$ cat src/rtl/multicycle_ctrl_pkg.sv
// -----------------------------------------------------------------------------
// ctrl_pkg
// Shared definitions for the RV32 multicycle control unit: FSM state
// encoding, opcode constants, ALUOp codes, and the select/control codes
// driven into the datapath. Also contains the immediate-format decoder,
// which is purely a function of the opcode.
// -----------------------------------------------------------------------------
package ctrl_pkg;

    // FSM states. Encodings 12-15 are unused and recover to FETCH.
    typedef enum logic [3:0] {
        S_FETCH    = 4'd0,
        S_DECODE   = 4'd1,
        S_MEMADR   = 4'd2,
        S_MEMREAD  = 4'd3,
        S_MEMWB    = 4'd4,
        S_MEMWRITE = 4'd5,
        S_EXECR    = 4'd6,
        S_EXECI    = 4'd7,
        S_ALUWB    = 4'd8,
        S_BRANCH   = 4'd9,
        S_JAL      = 4'd10,
        S_AUIPC    = 4'd11
    } state_t;

    // Opcodes (InstrReg[6:0])
    localparam logic [6:0] OP_LOAD   = 7'b0000011;
    localparam logic [6:0] OP_STORE  = 7'b0100011;
    localparam logic [6:0] OP_RTYPE  = 7'b0110011;
    localparam logic [6:0] OP_ITYPE  = 7'b0010011;
    localparam logic [6:0] OP_BRANCH = 7'b1100011;
    localparam logic [6:0] OP_JAL    = 7'b1101111;
    localparam logic [6:0] OP_AUIPC  = 7'b0010111;

    // ALUOp from the FSM to the ALU decoder
    localparam logic [1:0] ALUOP_ADD   = 2'b00;
    localparam logic [1:0] ALUOP_SUB   = 2'b01;
    localparam logic [1:0] ALUOP_FUNCT = 2'b10;

    // ALUControl
    localparam logic [2:0] ALUC_ADD = 3'b000;
    localparam logic [2:0] ALUC_SUB = 3'b001;
    localparam logic [2:0] ALUC_AND = 3'b010;
    localparam logic [2:0] ALUC_OR  = 3'b011;
    localparam logic [2:0] ALUC_SLT = 3'b101;

    // ResultSrc
    localparam logic [1:0] RES_ALUOUT    = 2'b00;
    localparam logic [1:0] RES_DATA      = 2'b01;
    localparam logic [1:0] RES_ALURESULT = 2'b10;

    // ALUSrcA
    localparam logic [1:0] SRCA_PC    = 2'b00;
    localparam logic [1:0] SRCA_OLDPC = 2'b01;
    localparam logic [1:0] SRCA_A     = 2'b10;

    // ALUSrcB
    localparam logic [1:0] SRCB_WD   = 2'b00;
    localparam logic [1:0] SRCB_IMM  = 2'b01;
    localparam logic [1:0] SRCB_FOUR = 2'b10;

    // ImmSrc
    localparam logic [2:0] IMM_I = 3'b000;
    localparam logic [2:0] IMM_S = 3'b001;
    localparam logic [2:0] IMM_B = 3'b010;
    localparam logic [2:0] IMM_J = 3'b011;
    localparam logic [2:0] IMM_U = 3'b100;

    // Immediate format is a pure opcode decode, valid in every state.
    function automatic logic [2:0] imm_dec(input logic [6:0] op);
        case (op)
            OP_LOAD, OP_ITYPE: imm_dec = IMM_I;
            OP_STORE:          imm_dec = IMM_S;
            OP_BRANCH:         imm_dec = IMM_B;
            OP_JAL:            imm_dec = IMM_J;
            OP_AUIPC:          imm_dec = IMM_U;
            default:           imm_dec = IMM_I;
        endcase
    endfunction

endpackage

$ cat src/rtl/multicycle_ctrl_if.sv
// -----------------------------------------------------------------------------
// multicycle_ctrl_if
// Bundle between the multicycle datapath and its control unit.
//   Datapath -> control : op, funct3, funct7b5, Zero
//   Control  -> datapath: PCWrite, AdrSrc, MemWrite, IRWrite, RegWrite,
//                         ResultSrc, ALUSrcA, ALUSrcB, ImmSrc, ALUControl,
//                         illegal_instr, state_dbg
// modport master: datapath side; modport slave: control unit side.
// -----------------------------------------------------------------------------
interface multicycle_ctrl_if;
    logic [6:0] op;
    logic [2:0] funct3;
    logic       funct7b5;
    logic       Zero;

    logic       PCWrite;
    logic       AdrSrc;
    logic       MemWrite;
    logic       IRWrite;
    logic       RegWrite;
    logic [1:0] ResultSrc;
    logic [1:0] ALUSrcA;
    logic [1:0] ALUSrcB;
    logic [2:0] ImmSrc;
    logic [2:0] ALUControl;
    logic       illegal_instr;
    logic [3:0] state_dbg;

    modport master (
        output op, funct3, funct7b5, Zero,
        input  PCWrite, AdrSrc, MemWrite, IRWrite, RegWrite, ResultSrc,
               ALUSrcA, ALUSrcB, ImmSrc, ALUControl, illegal_instr, state_dbg
    );

    modport slave (
        input  op, funct3, funct7b5, Zero,
        output PCWrite, AdrSrc, MemWrite, IRWrite, RegWrite, ResultSrc,
               ALUSrcA, ALUSrcB, ImmSrc, ALUControl, illegal_instr, state_dbg
    );
endinterface

$ cat src/rtl/multicycle_ctrl_alu_decoder.sv
// -----------------------------------------------------------------------------
// alu_decoder
// Combinational ALU operation decode.
//   i_alu_op       ALUOp from the FSM (00 add, 01 sub, 10 use funct3)
//   i_funct3       InstrReg[14:12]
//   i_op5          InstrReg[5]; distinguishes R-type from I-type ALU ops
//   i_funct7b5     InstrReg[30]
//   o_alu_control  ALUControl to the datapath
// -----------------------------------------------------------------------------
module alu_decoder
    import ctrl_pkg::*;
(
    input  logic [1:0] i_alu_op,
    input  logic [2:0] i_funct3,
    input  logic       i_op5,
    input  logic       i_funct7b5,
    output logic [2:0] o_alu_control
);

    // sub only for R-type: addi carries immediate bits in [30], so op[5]
    // must be set as well.
    logic w_rtype_sub;
    assign w_rtype_sub = i_op5 & i_funct7b5;

    always_comb begin
        o_alu_control = ALUC_ADD;
        case (i_alu_op)
            ALUOP_ADD: o_alu_control = ALUC_ADD;
            ALUOP_SUB: o_alu_control = ALUC_SUB;
            ALUOP_FUNCT: begin
                case (i_funct3)
                    3'b000:  o_alu_control = w_rtype_sub ? ALUC_SUB : ALUC_ADD;
                    3'b010:  o_alu_control = ALUC_SLT;
                    3'b110:  o_alu_control = ALUC_OR;
                    3'b111:  o_alu_control = ALUC_AND;
                    default: o_alu_control = ALUC_ADD;
                endcase
            end
            default: o_alu_control = ALUC_ADD;
        endcase
    end

endmodule

$ cat src/rtl/multicycle_ctrl.sv
// -----------------------------------------------------------------------------
// multicycle_ctrl
// Main control unit of the RV32 multicycle core: instruction-sequencing FSM,
// ALU decode (alu_decoder) and PC-write logic.
//   clk    core clock, rising edge
//   reset  synchronous, active-low; state forced to FETCH at a low edge
//   bus    multicycle_ctrl_if.slave: instruction fields and Zero in, all
//          datapath enables/selects, illegal_instr and state_dbg out
// Outputs are decoded combinationally from the registered state plus the
// instruction fields, so each state's controls appear the same cycle the
// state is entered.
// -----------------------------------------------------------------------------
module multicycle_ctrl
    import ctrl_pkg::*;
#(
    parameter logic [3:0] RESET_STATE = 4'd0
)(
    input  logic              clk,
    input  logic              reset,
    multicycle_ctrl_if.slave  bus
);

    state_t     r_state;
    logic [1:0] w_alu_op;
    logic       w_pc_update;
    logic       w_branch;
    logic       w_takebr;

    // ------------------------------------------------------------------
    // State register and next-state logic
    // ------------------------------------------------------------------
    always_ff @(posedge clk) begin
        if (!reset) begin
            r_state <= state_t'(RESET_STATE);
        end else begin
            case (r_state)
                S_FETCH:  r_state <= S_DECODE;
                S_DECODE: begin
                    case (bus.op)
                        OP_LOAD, OP_STORE: r_state <= S_MEMADR;
                        OP_RTYPE:          r_state <= S_EXECR;
                        OP_ITYPE:          r_state <= S_EXECI;
                        OP_BRANCH:         r_state <= S_BRANCH;
                        OP_JAL:            r_state <= S_JAL;
                        OP_AUIPC:          r_state <= S_AUIPC;
                        default:           r_state <= S_FETCH;
                    endcase
                end
                // op[5] separates store (0100011) from load (0000011)
                S_MEMADR:   r_state <= bus.op[5] ? S_MEMWRITE : S_MEMREAD;
                S_MEMREAD:  r_state <= S_MEMWB;
                S_MEMWB:    r_state <= S_FETCH;
                S_MEMWRITE: r_state <= S_FETCH;
                S_EXECR:    r_state <= S_ALUWB;
                S_EXECI:    r_state <= S_ALUWB;
                S_ALUWB:    r_state <= S_FETCH;
                S_BRANCH:   r_state <= S_FETCH;
                // jal writes the link (OldPC+4) through ALUWB
                S_JAL:      r_state <= S_ALUWB;
                S_AUIPC:    r_state <= S_ALUWB;
                default:    r_state <= S_FETCH;
            endcase
        end
    end

    // ------------------------------------------------------------------
    // Moore output decode
    // ------------------------------------------------------------------
    always_comb begin
        bus.AdrSrc        = 1'b0;
        bus.MemWrite      = 1'b0;
        bus.IRWrite       = 1'b0;
        bus.RegWrite      = 1'b0;
        bus.ResultSrc     = RES_ALUOUT;
        bus.ALUSrcA       = SRCA_PC;
        bus.ALUSrcB       = SRCB_WD;
        bus.illegal_instr = 1'b0;
        w_alu_op          = ALUOP_ADD;
        w_pc_update       = 1'b0;
        w_branch          = 1'b0;
        case (r_state)
            S_FETCH: begin
                bus.IRWrite   = 1'b1;
                bus.ALUSrcB   = SRCB_FOUR;
                bus.ResultSrc = RES_ALURESULT;
                w_pc_update   = 1'b1;
            end
            S_DECODE: begin
                // precompute branch target OldPC + ImmExt
                bus.ALUSrcA = SRCA_OLDPC;
                bus.ALUSrcB = SRCB_IMM;
                case (bus.op)
                    OP_LOAD, OP_STORE, OP_RTYPE, OP_ITYPE,
                    OP_BRANCH, OP_JAL, OP_AUIPC: bus.illegal_instr = 1'b0;
                    default:                     bus.illegal_instr = 1'b1;
                endcase
            end
            S_MEMADR: begin
                bus.ALUSrcA = SRCA_A;
                bus.ALUSrcB = SRCB_IMM;
            end
            S_MEMREAD: begin
                bus.AdrSrc = 1'b1;
            end
            S_MEMWB: begin
                bus.ResultSrc = RES_DATA;
                bus.RegWrite  = 1'b1;
            end
            S_MEMWRITE: begin
                bus.AdrSrc   = 1'b1;
                bus.MemWrite = 1'b1;
            end
            S_EXECR: begin
                bus.ALUSrcA = SRCA_A;
                bus.ALUSrcB = SRCB_WD;
                w_alu_op    = ALUOP_FUNCT;
            end
            S_EXECI: begin
                bus.ALUSrcA = SRCA_A;
                bus.ALUSrcB = SRCB_IMM;
                w_alu_op    = ALUOP_FUNCT;
            end
            S_ALUWB: begin
                bus.RegWrite = 1'b1;
            end
            S_BRANCH: begin
                // compare rs1 - rs2; target already in ALUOut from DECODE
                bus.ALUSrcA = SRCA_A;
                bus.ALUSrcB = SRCB_WD;
                w_alu_op    = ALUOP_SUB;
                w_branch    = 1'b1;
            end
            S_JAL: begin
                // PC <= ALUOut (target from DECODE); ALU makes OldPC + 4
                bus.ALUSrcA = SRCA_OLDPC;
                bus.ALUSrcB = SRCB_FOUR;
                w_pc_update = 1'b1;
            end
            S_AUIPC: begin
                bus.ALUSrcA = SRCA_OLDPC;
                bus.ALUSrcB = SRCB_IMM;
            end
            default: ;
        endcase
    end

    assign bus.ImmSrc    = imm_dec(bus.op);
    assign bus.state_dbg = r_state;

    // ------------------------------------------------------------------
    // PC write: unconditional updates plus resolved branches. Unknown
    // branch funct3 values fall through as not-taken.
    // ------------------------------------------------------------------
    always_comb begin
        case (bus.funct3)
            3'b000:  w_takebr = bus.Zero;
            3'b001:  w_takebr = ~bus.Zero;
            default: w_takebr = 1'b0;
        endcase
    end

    assign bus.PCWrite = w_pc_update | (w_branch & w_takebr);

    alu_decoder u_alu_decoder (
        .i_alu_op      (w_alu_op),
        .i_funct3      (bus.funct3),
        .i_op5         (bus.op[5]),
        .i_funct7b5    (bus.funct7b5),
        .o_alu_control (bus.ALUControl)
    );

endmodule

$ cat src/flat_wrapper.sv
// flat-port wrapper written by rule: the top's interface ports become plain ports
module multicycle_ctrl_flat import ctrl_pkg::*;
#(
    parameter logic [3:0] RESET_STATE = 4'd0
)
  (clk, reset, bus_op, bus_funct3, bus_funct7b5, bus_Zero, bus_PCWrite, bus_AdrSrc, bus_MemWrite, bus_IRWrite, bus_RegWrite, bus_ResultSrc, bus_ALUSrcA, bus_ALUSrcB, bus_ImmSrc, bus_ALUControl, bus_illegal_instr, bus_state_dbg);
  multicycle_ctrl_if bus_i ();
  input  logic clk;
  input  logic reset;
  input wire logic [$bits(bus_i.op)-1:0] bus_op;
  input wire logic [$bits(bus_i.funct3)-1:0] bus_funct3;
  input wire logic [$bits(bus_i.funct7b5)-1:0] bus_funct7b5;
  input wire logic [$bits(bus_i.Zero)-1:0] bus_Zero;
  output wire logic [$bits(bus_i.PCWrite)-1:0] bus_PCWrite;
  output wire logic [$bits(bus_i.AdrSrc)-1:0] bus_AdrSrc;
  output wire logic [$bits(bus_i.MemWrite)-1:0] bus_MemWrite;
  output wire logic [$bits(bus_i.IRWrite)-1:0] bus_IRWrite;
  output wire logic [$bits(bus_i.RegWrite)-1:0] bus_RegWrite;
  output wire logic [$bits(bus_i.ResultSrc)-1:0] bus_ResultSrc;
  output wire logic [$bits(bus_i.ALUSrcA)-1:0] bus_ALUSrcA;
  output wire logic [$bits(bus_i.ALUSrcB)-1:0] bus_ALUSrcB;
  output wire logic [$bits(bus_i.ImmSrc)-1:0] bus_ImmSrc;
  output wire logic [$bits(bus_i.ALUControl)-1:0] bus_ALUControl;
  output wire logic [$bits(bus_i.illegal_instr)-1:0] bus_illegal_instr;
  output wire logic [$bits(bus_i.state_dbg)-1:0] bus_state_dbg;
  assign bus_i.op = bus_op;
  assign bus_i.funct3 = bus_funct3;
  assign bus_i.funct7b5 = bus_funct7b5;
  assign bus_i.Zero = bus_Zero;
  assign bus_PCWrite = bus_i.PCWrite;
  assign bus_AdrSrc = bus_i.AdrSrc;
  assign bus_MemWrite = bus_i.MemWrite;
  assign bus_IRWrite = bus_i.IRWrite;
  assign bus_RegWrite = bus_i.RegWrite;
  assign bus_ResultSrc = bus_i.ResultSrc;
  assign bus_ALUSrcA = bus_i.ALUSrcA;
  assign bus_ALUSrcB = bus_i.ALUSrcB;
  assign bus_ImmSrc = bus_i.ImmSrc;
  assign bus_ALUControl = bus_i.ALUControl;
  assign bus_illegal_instr = bus_i.illegal_instr;
  assign bus_state_dbg = bus_i.state_dbg;
  multicycle_ctrl #(.RESET_STATE(RESET_STATE)) u_core (.clk(clk), .reset(reset), .bus(bus_i));
endmodule
$ cat config.mk
export PLATFORM = sky130hd
export DESIGN_NAME = multicycle_ctrl_flat
export DESIGN_NICKNAME = d
export VERILOG_FILES = /design/src/rtl/multicycle_ctrl_pkg.sv /design/src/rtl/multicycle_ctrl_if.sv /design/src/rtl/multicycle_ctrl_alu_decoder.sv /design/src/rtl/multicycle_ctrl.sv /design/src/flat_wrapper.sv
export SDC_FILE = /design/constraint.sdc
export NUM_CORES = 1
export LEC_CHECK = 0
export CORE_MARGIN = 5
export CORE_UTILIZATION = 40
export DETAILED_ROUTE_END_ITERATION = 8
export GPL_TIMING_DRIVEN = 0
export PLACE_DENSITY = 0.85
export SLEW_MARGIN = 30
export SYNTH_ARGS = -nofsm -noshare
export SYNTH_HDL_FRONTEND = slang
export SYNTH_SLANG_ARGS = --single-unit
$ cat constraint.sdc
create_clock -name clk -period 2 [get_ports clk]
set_clock_uncertainty 0.1 [all_clocks]
set_input_delay 0.2 -clock clk [delete_from_list [all_inputs] [get_ports clk]]
set_output_delay 0.2 -clock clk [all_outputs]
set_load 0.01 [all_outputs]
==> results of run 1 <==
-- timing repair --
item / in CTS / in global routing
pin swaps: 1 / 3
setup buffers: 1 / 3
resized for setup: 32 / 12
setup endpoints to repair: 11 / 9
-- tightest hold or removal path, cell delays in order --
cell	delay, ps
sky130_fd_sc_hd__buf_2	180
sky130_fd_sc_hd__or4_1	150
sky130_fd_sc_hd__a21oi_1	60
-- layout by cell type (no fill, tap or decap), types with 3 or more instances in the layout --
cell type	count
sky130_fd_sc_hd__nand2b_1	4
sky130_fd_sc_hd__clkbuf_4	3
sky130_fd_sc_hd__nor3_1	5
sky130_fd_sc_hd__buf_6	3
sky130_fd_sc_hd__dfxtp_2	3
sky130_fd_sc_hd__xnor2_1	3
sky130_fd_sc_hd__inv_1	5
sky130_fd_sc_hd__clkdlybuf4s50_1	18
sky130_fd_sc_hd__dlymetal6s2s_1	6
sky130_fd_sc_hd__dlygate4sd2_1	4
sky130_fd_sc_hd__buf_4	5
sky130_fd_sc_hd__nor2_1	6
sky130_fd_sc_hd__buf_2	6
sky130_fd_sc_hd__a211o_1	3
sky130_fd_sc_hd__a21oi_1	4
sky130_fd_sc_hd__nand3b_1	4
sky130_fd_sc_hd__nand2_1	8
-- power by group --
part | switching [mW] | internal [mW]
Clock | 0.0343 | 0.0672
Combinational | 0.0626 | 0.0686
Sequential | 0.00220 | 0.0827
Total | 0.0991 | 0.218
-- stage by stage --
stage               area [µm²]  power (mW)  setup TNS, ps  std cells  util, %
finish                    1080       0.318          -25.8        146     73.3
global route              1080       0.336           -189        146     73.3
CTS                       1040       0.315              0        143     70.6
detailed placement         951       0.213           -867        139     64.6
global placement           951       0.210           -911        139     64.6
floorplan                  611       0.148              0         91        -
-- worst min-delay path by stage --
stage,endpoint,cells after the start
2_1_floorplan,u_core.bus.state_dbg[3]$_SDFF_PN0_,1
3_3_place_gp,u_core.bus.state_dbg[2]$_SDFF_PN0_,3
3_5_place_dp,u_core.bus.state_dbg[1]$_SDFF_PN0_,3
4_1_cts,u_core.bus.state_dbg[0]$_SDFF_PN0_,4
5_1_grt,u_core.bus.state_dbg[2]$_SDFF_PN0_,3
6_report,u_core.bus.state_dbg[2]$_SDFF_PN0_,3
-- routing by layer --
metal / track usage (%) / up-vias / wire [µm]
met4: 8.52 / 0 / 42
met3: 3.98 / 5 / 174
met1: 19.9 / 398 / 875
li1: - / 397 / -
met5: 0 / - / 0
met2: 31.8 / 38 / 1120
-- cells by family (layout without fill, tap and decap cells) --
family	after synthesis	in the layout	synth area share, %
buffers and inverters	14	53	10.7
XOR/XNOR	5	5	7.17
flip-flops	4	4	13.1
AND/OR/NAND/NOR	47	47	42.8
adder cells (fa/ha/maj)	2	2	4.10
AO/OA/AOI/OAI	19	19	22.1
-- layout make-up --
type / instances / area [µm²] / area share (%)
buffer: 8 / 61.3 / 5.68
inverter: 6 / 22.5 / 2.09
clock buffer: 3 / 22.5 / 2.09
sequential: 4 / 83.8 / 7.77
timing repair buffer: 36 / 352 / 32.6
multi-input combinational: 73 / 517 / 47.9
tap: 16 / 20.0 / 1.86
==> Implementation_results.wiki, run 1 <==
{| class="wikitable"
! Metric !! Value
|-
| Yosys cell types || 35
|-
| Remaining antenna violation count || 0
|-
| Sum of net half-perimeters after detailed placement || 1520 µm
|-
| Detailed Routing Iterations Pass 1 || 4
|-
| Cell types with the highest counts after synthesis || sky130_fd_sc_hd__nand2_1, sky130_fd_sc_hd__buf_2, sky130_fd_sc_hd__nor2_1, sky130_fd_sc_hd__nor3_1, sky130_fd_sc_hd__inv_1
|-
| Effective utilization at floorplan || 41.5%
|-
| Iteration-0 DRC count of the detailed router || 19
|-
| Average routed wire per standard cell || 15.2 µm
|-
| Post-synth EDFFs || 0
|-
| Setup slack of the most critical reg-to-reg path || 540 ps
|-
| Final setup violation count || 1
|-
| Worst Setup End Kind || output port
|-
| Outcome || complete, but fails checks
|-
| Failing checks || negative setup slack
|-
| Crit path buf inv count || 2
|-
| Worst Setup Path Type || flop to output port
|-
| Site Rows || 14
|-
| Asr flop ratio synth || 0%
|-
| Clock Sink Count || 4
|-
| Root Driver || sky130_fd_sc_hd__clkbuf_4
|-
| Crit path arrival time || 1730 ps
|-
| Sequence of cells on the critical path || buf_6 -> nand3b_1 -> ha_4 -> a31oi_1 -> nor2_1 -> dlygate4sd2_1
|-
| Lkg Pwr || 0.540 nW
|-
| Clock Latency Late Sink || 240 ps
|-
| Height of the chip || 49.1 µm
|-
| Top Family by Delay on Critical Path || buffers and inverters
|-
| Peak VDD IR || 0.000268 V
|-
| Number of levels in the clock H-tree || 1
|-
| Average size of a mapped cell || 6.71 µm²
|-
| Reg-to-Reg End || u_core.bus.state_dbg[3]$_SDFF_PN0_
|-
| Synthesis-to-finish area growth || 76.6%
|-
| Min setup slack post-route || -25.8 ps
|-
| Total detailed-routing wirelength || 2220 µm
|-
| Timing startpoint of the critical path || u_core.bus.state_dbg[3]$_SDFF_PN0_
|-
| Share of cells above drive strength 1 || 25.4%
|-
| Number of global-route vias before repair || 809
|-
| Hold Startpoint || bus_op[6]
|-
| Core region area || 1470 µm²
|-
| Synth area leader || sky130_fd_sc_hd__dfxtp_1
|-
| All-layer global routing usage || 18.0%
|-
| Data required time at the worst endpoint || 1700 ps
|-
| Buffers added on ports || 32
|-
| Clock-pin transition on the worst setup and hold timing paths || 40 ps
|-
| Final-layout worst hold slack || 300 ps
|-
| Max frequency || 494 MHz
|-
| Largest buffer count on any clock path || 2
|-
| Total CTS buffers || 3
|-
| Antenna cell count || 0
|-
| Final max-slew violation count || 0
|-
| Slowest cell on crit path || sky130_fd_sc_hd__dfxtp_1
|-
| Flip-flop and latch count after synthesis || 4
|-
| DRC Markers || 0
|-
| Largest register FFs || 4
|-
| Number of cells on the critical path || 6
|-
| Global-route wire length before repair || 3570 µm
|-
| Clock tree from TritonCTS || done
|-
| Type of origin of the critical path || flop
|-
| Worst setup path endpoint || bus_ALUControl[0]
|-
| Post-Synthesis Cell Area || 611 µm²
|-
| Final worst path period need || 2030 ps
|-
| Worst min-delay path class || input port to flop
|-
| Worst slew slack as a fraction of its limit || 76.5%
|-
| Final net count || 148
|-
| Maximum number of pins on one net before global-route repair || 11
|-
| Synthesized Nets || 107
|-
| Overflow left after global routing || 0
|-
| Worst-margin pin slew || 348 ps
|-
| Tcrit/Tclk final || 101%
|-
| Total I/O pin count || 36
|-
| Maximum fanout count along the critical path || 9
|-
| DP Worst Slack || -238 ps
|-
| Worst Reg2Reg Path Length in Cells || 7
|-
| Number of max-capacitance violations reported || 0
|-
| Die W || 49.1 µm
|-
| Part of the Yosys area used for sequential elements || 13.1%
|-
| Largest cells by area after synthesis || sky130_fd_sc_hd__dfxtp_1, sky130_fd_sc_hd__buf_2, sky130_fd_sc_hd__nor3_1
|-
| Filler Cells Inserted || 107
|-
| Library cell with the highest instance count after synthesis || sky130_fd_sc_hd__nand2_1
|-
| Post-synth top flop || sky130_fd_sc_hd__dfxtp_1
|-
| Number of hold violations in the final report || 0
|-
| Critical register-to-register path startpoint || u_core.bus.state_dbg[2]$_SDFF_PN0_
|-
| Number of cells produced by synthesis || 91
|-
| Largest stage delay on the critical path || 360 ps
|-
| RD Place Congestion || 0.818
|-
| RSZ-0062 raised after global routing || yes
|-
| Power per Cell Area || 294 nW/µm²
|-
| Total number of vias || 838
|-
| Area enclosed by the die boundary || 2410 µm²
|-
| Area share of the largest cell type after synthesis || 13.1%
|-
| Number of hold buffers added after CTS || 0
|-
| Vias per std cell || 5.74
|-
| Warnings from Yosys || 0
|-
| Antenna violations before repair || 0
|}
(Power assumes the default switching activity.)
==> run 2: changes to the inputs <==
--- a/config.mk
+++ b/config.mk
@@ -5,7 +5,6 @@
 export SDC_FILE = /design/constraint.sdc
 export NUM_CORES = 1
 export LEC_CHECK = 0
-export CORE_MARGIN = 5
 export CORE_UTILIZATION = 40
 export DETAILED_ROUTE_END_ITERATION = 8
 export GPL_TIMING_DRIVEN = 0
==> constraint.sdc (replaced) <==
create_clock -name clk -period 2.4 [get_ports clk]
set_clock_uncertainty 0.1 [all_clocks]
set_input_delay 0.24 -clock clk [delete_from_list [all_inputs] [get_ports clk]]
set_output_delay 0.24 -clock clk [all_outputs]
set_load 0.01 [all_outputs]
==> Implementation_results.wiki, run 2 (synthesis gave the netlist of run 1 again) <==
{| class="wikitable"
! Metric !! Value
|-
| Root Driver || sky130_fd_sc_hd__clkbuf_4
|-
| RD Place Congestion || 0.859
|-
| Max frequency || 442 MHz
|-
| DRC Markers || 0
|-
| Final worst path period need || 2260 ps
|-
| Vias per std cell || 5.54
|-
| Total number of vias || 781
|-
| Clock-pin transition on the worst setup and hold timing paths || 40 ps
|-
| Number of max-capacitance violations reported || 0
|-
| Share of cells above drive strength 1 || 15.9%
|-
| Antenna violations before repair || 0
|-
| Antenna cell count || 0
|-
| Number of global-route vias before repair || 697
|-
| Clock Sink Count || 4
|-
| Largest buffer count on any clock path || 2
|-
| Worst slew slack as a fraction of its limit || 79.3%
|-
| Data required time at the worst endpoint || 2060 ps
|-
| Worst-margin pin slew || 310 ps
|-
| Height of the chip || 41.1 µm
|-
| Filler Cells Inserted || 109
|-
| Average routed wire per standard cell || 12.6 µm
|-
| Peak VDD IR || 0.000231 V
|-
| Buffers added on ports || 32
|-
| Largest stage delay on the critical path || 470 ps
|-
| Met3 global-route usage || 3.26%
|-
| Clock Latency Late Sink || 240 ps
|-
| Met1 usage in global routing || 27.5%
|-
| Most common cell after layout, fill and taps aside || sky130_fd_sc_hd__clkdlybuf4s50_1
|-
| Worst Setup Path Type || flop to output port
|-
| Iteration-0 DRC count of the detailed router || 17
|-
| Number of levels in the clock H-tree || 1
|-
| Final Cell Area || 1010 µm²
|-
| Cell area reported after detailed placement || 950 µm²
|-
| Clock tree from TritonCTS || done
|-
| Detailed Routing Iterations Pass 1 || 4
|-
| Overflow left after global routing || 0
|-
| Commonest cells after routing, fill and taps aside || sky130_fd_sc_hd__clkdlybuf4s50_1, sky130_fd_sc_hd__nand2_1, sky130_fd_sc_hd__nor3_1, sky130_fd_sc_hd__inv_1, sky130_fd_sc_hd__nor2_1
|-
| Number of buffers inserted to repair setup after CTS || 0
|-
| Effective utilization at floorplan || 44.7%
|-
| Die W || 41.1 µm
|-
| Slowest cell on crit path || sky130_fd_sc_hd__clkdlybuf4s50_1
|-
| Tcrit/Tclk final || 94.3%
|-
| Global-route wire length before repair || 2690 µm
|-
| Final setup violation count || 0
|-
| Final max-slew violation count || 0
|-
| Crit path arrival time || 1920 ps
|-
| Maximum number of pins on one net before global-route repair || 11
|-
| Met2 layer usage reported by global route || 40.6%
|-
| Site Rows || 13
|-
| Synthesis-to-finish area growth || 65.8%
|-
| Final net count || 144
|-
| Sum of net half-perimeters after detailed placement || 1380 µm
|-
| Total negative slack || 0 ps
|-
| Total I/O pin count || 36
|-
| Total detailed-routing wirelength || 1770 µm
|-
| Lkg Pwr || 0.446 nW
|-
| Sequence of cells on the critical path || clkbuf_4 -> nor2b_1 -> and2_4 -> inv_1 -> ha_1 -> a31oi_1 -> nor2_1 -> clkdlybuf4s50_1
|-
| Area enclosed by the die boundary || 1690 µm²
|-
| Maximum fanout count along the critical path || 9
|-
| Worst min-delay path class || input port to flop
|-
| Remaining antenna violation count || 0
|-
| Power per Cell Area || 260 nW/µm²
|-
| Core region area || 1370 µm²
|-
| Number of hold violations in the final report || 0
|-
| Storage element area || 82.6 µm²
|-
| Worst Setup End Kind || output port
|-
| Total CTS buffers || 3
|-
| Outcome || finished, final reports clean
|-
| Type of origin of the critical path || flop
|-
| RSZ-0062 raised after global routing || no
|-
| Largest register FFs || 4
|-
| All-layer global routing usage || 23.3%
|-
| Area of combinational cells with multiple inputs || 493 µm²
|-
| Most Used Layer, Global Route || met2
|}
run 2: cell count changes in the layout (fill, tap and decap cells not counted), moves of 2 or more:
| cell | delta |
|---|---|
| sky130_fd_sc_hd__buf_2 | -2 |
| sky130_fd_sc_hd__dlymetal6s2s_1 | -4 |
| sky130_fd_sc_hd__nor3_1 | +2 |
| sky130_fd_sc_hd__clkbuf_4 | +2 |
| sky130_fd_sc_hd__buf_4 | -3 |
| sky130_fd_sc_hd__clkdlybuf4s50_1 | +10 |
| sky130_fd_sc_hd__buf_6 | -3 |
| sky130_fd_sc_hd__nor3_2 | -2 |
| sky130_fd_sc_hd__dlygate4sd2_1 | -2 |
run 2: worst max-delay path, delay by kind of cell (launching register included):
kind | cells | cell delay [ps]
flops | 1 | 320
simple gates | 3 | 360
fa+ha+maj | 1 | 170
compound gates | 1 | 130
buf+inv | 3 | 700
run 2: area by class of cell:
cell class | count | area share [%]
multi-input combinational | 73 | 48.7
sequential | 4 | 8.16
timing repair buffer | 32 | 31.9
tap | 15 | 1.85
buffer | 8 | 4.94
clock buffer | 3 | 2.22
inverter | 6 | 2.22
run 2: routing by layer:
metal  share of wire, %  routed length, µm  vias to the layer above
met5                  0                  0                        -
met4               0.79                 14                        0
met3                7.1                125                        4
met2                 50                882                       38
met1                 42                752                      347
li1                   -                  -                      392
run 2: metrics by stage:
stage / hold WS (ps) / utilization (%) / worst slack, ps / std cells / total power, mW
6_report: 332 / 74.1 / 138 / 141 / 0.263
5_1_grt: 360 / 74.1 / 25.5 / 141 / 0.277
4_1_cts: 330 / 71.3 / 30.2 / 141 / 0.264
3_5_place_dp: 556 / 69.5 / 96.9 / 138 / 0.177
3_3_place_gp: 524 / 69.5 / 75.3 / 138 / 0.175
2_1_floorplan: 273 / - / 583 / 91 / 0.123
run 2: report_power, final:
group | switching (mW) | internal, mW
sequential | 0.00213 | 0.0688
combinational | 0.0482 | 0.0595
clock | 0.0287 | 0.0560
total | 0.0791 | 0.184
run 2: timing repair:
action / CTS / global route
pin swaps: 0 / 1
gates resized for setup: 4 / 10
endpoints found under the setup margin: 2 / 3
gates cloned: 0 / 0
hold buffers: 0 / 0
run 2: final timing paths:
path                            slack (ps)                                 end                          startpoint  cells after the start
worst max-delay path                   140                   bus_ALUControl[0]  u_core.bus.state_dbg[2]$_SDFF_PN0_                      8
worst min-delay path                   330  u_core.bus.state_dbg[0]$_SDFF_PN0_                           bus_op[3]                      4
worst max register to register        1000  u_core.bus.state_dbg[2]$_SDFF_PN0_  u_core.bus.state_dbg[0]$_SDFF_PN0_                      4
worst min register to register         500  u_core.bus.state_dbg[1]$_SDFF_PN0_  u_core.bus.state_dbg[0]$_SDFF_PN0_                      3
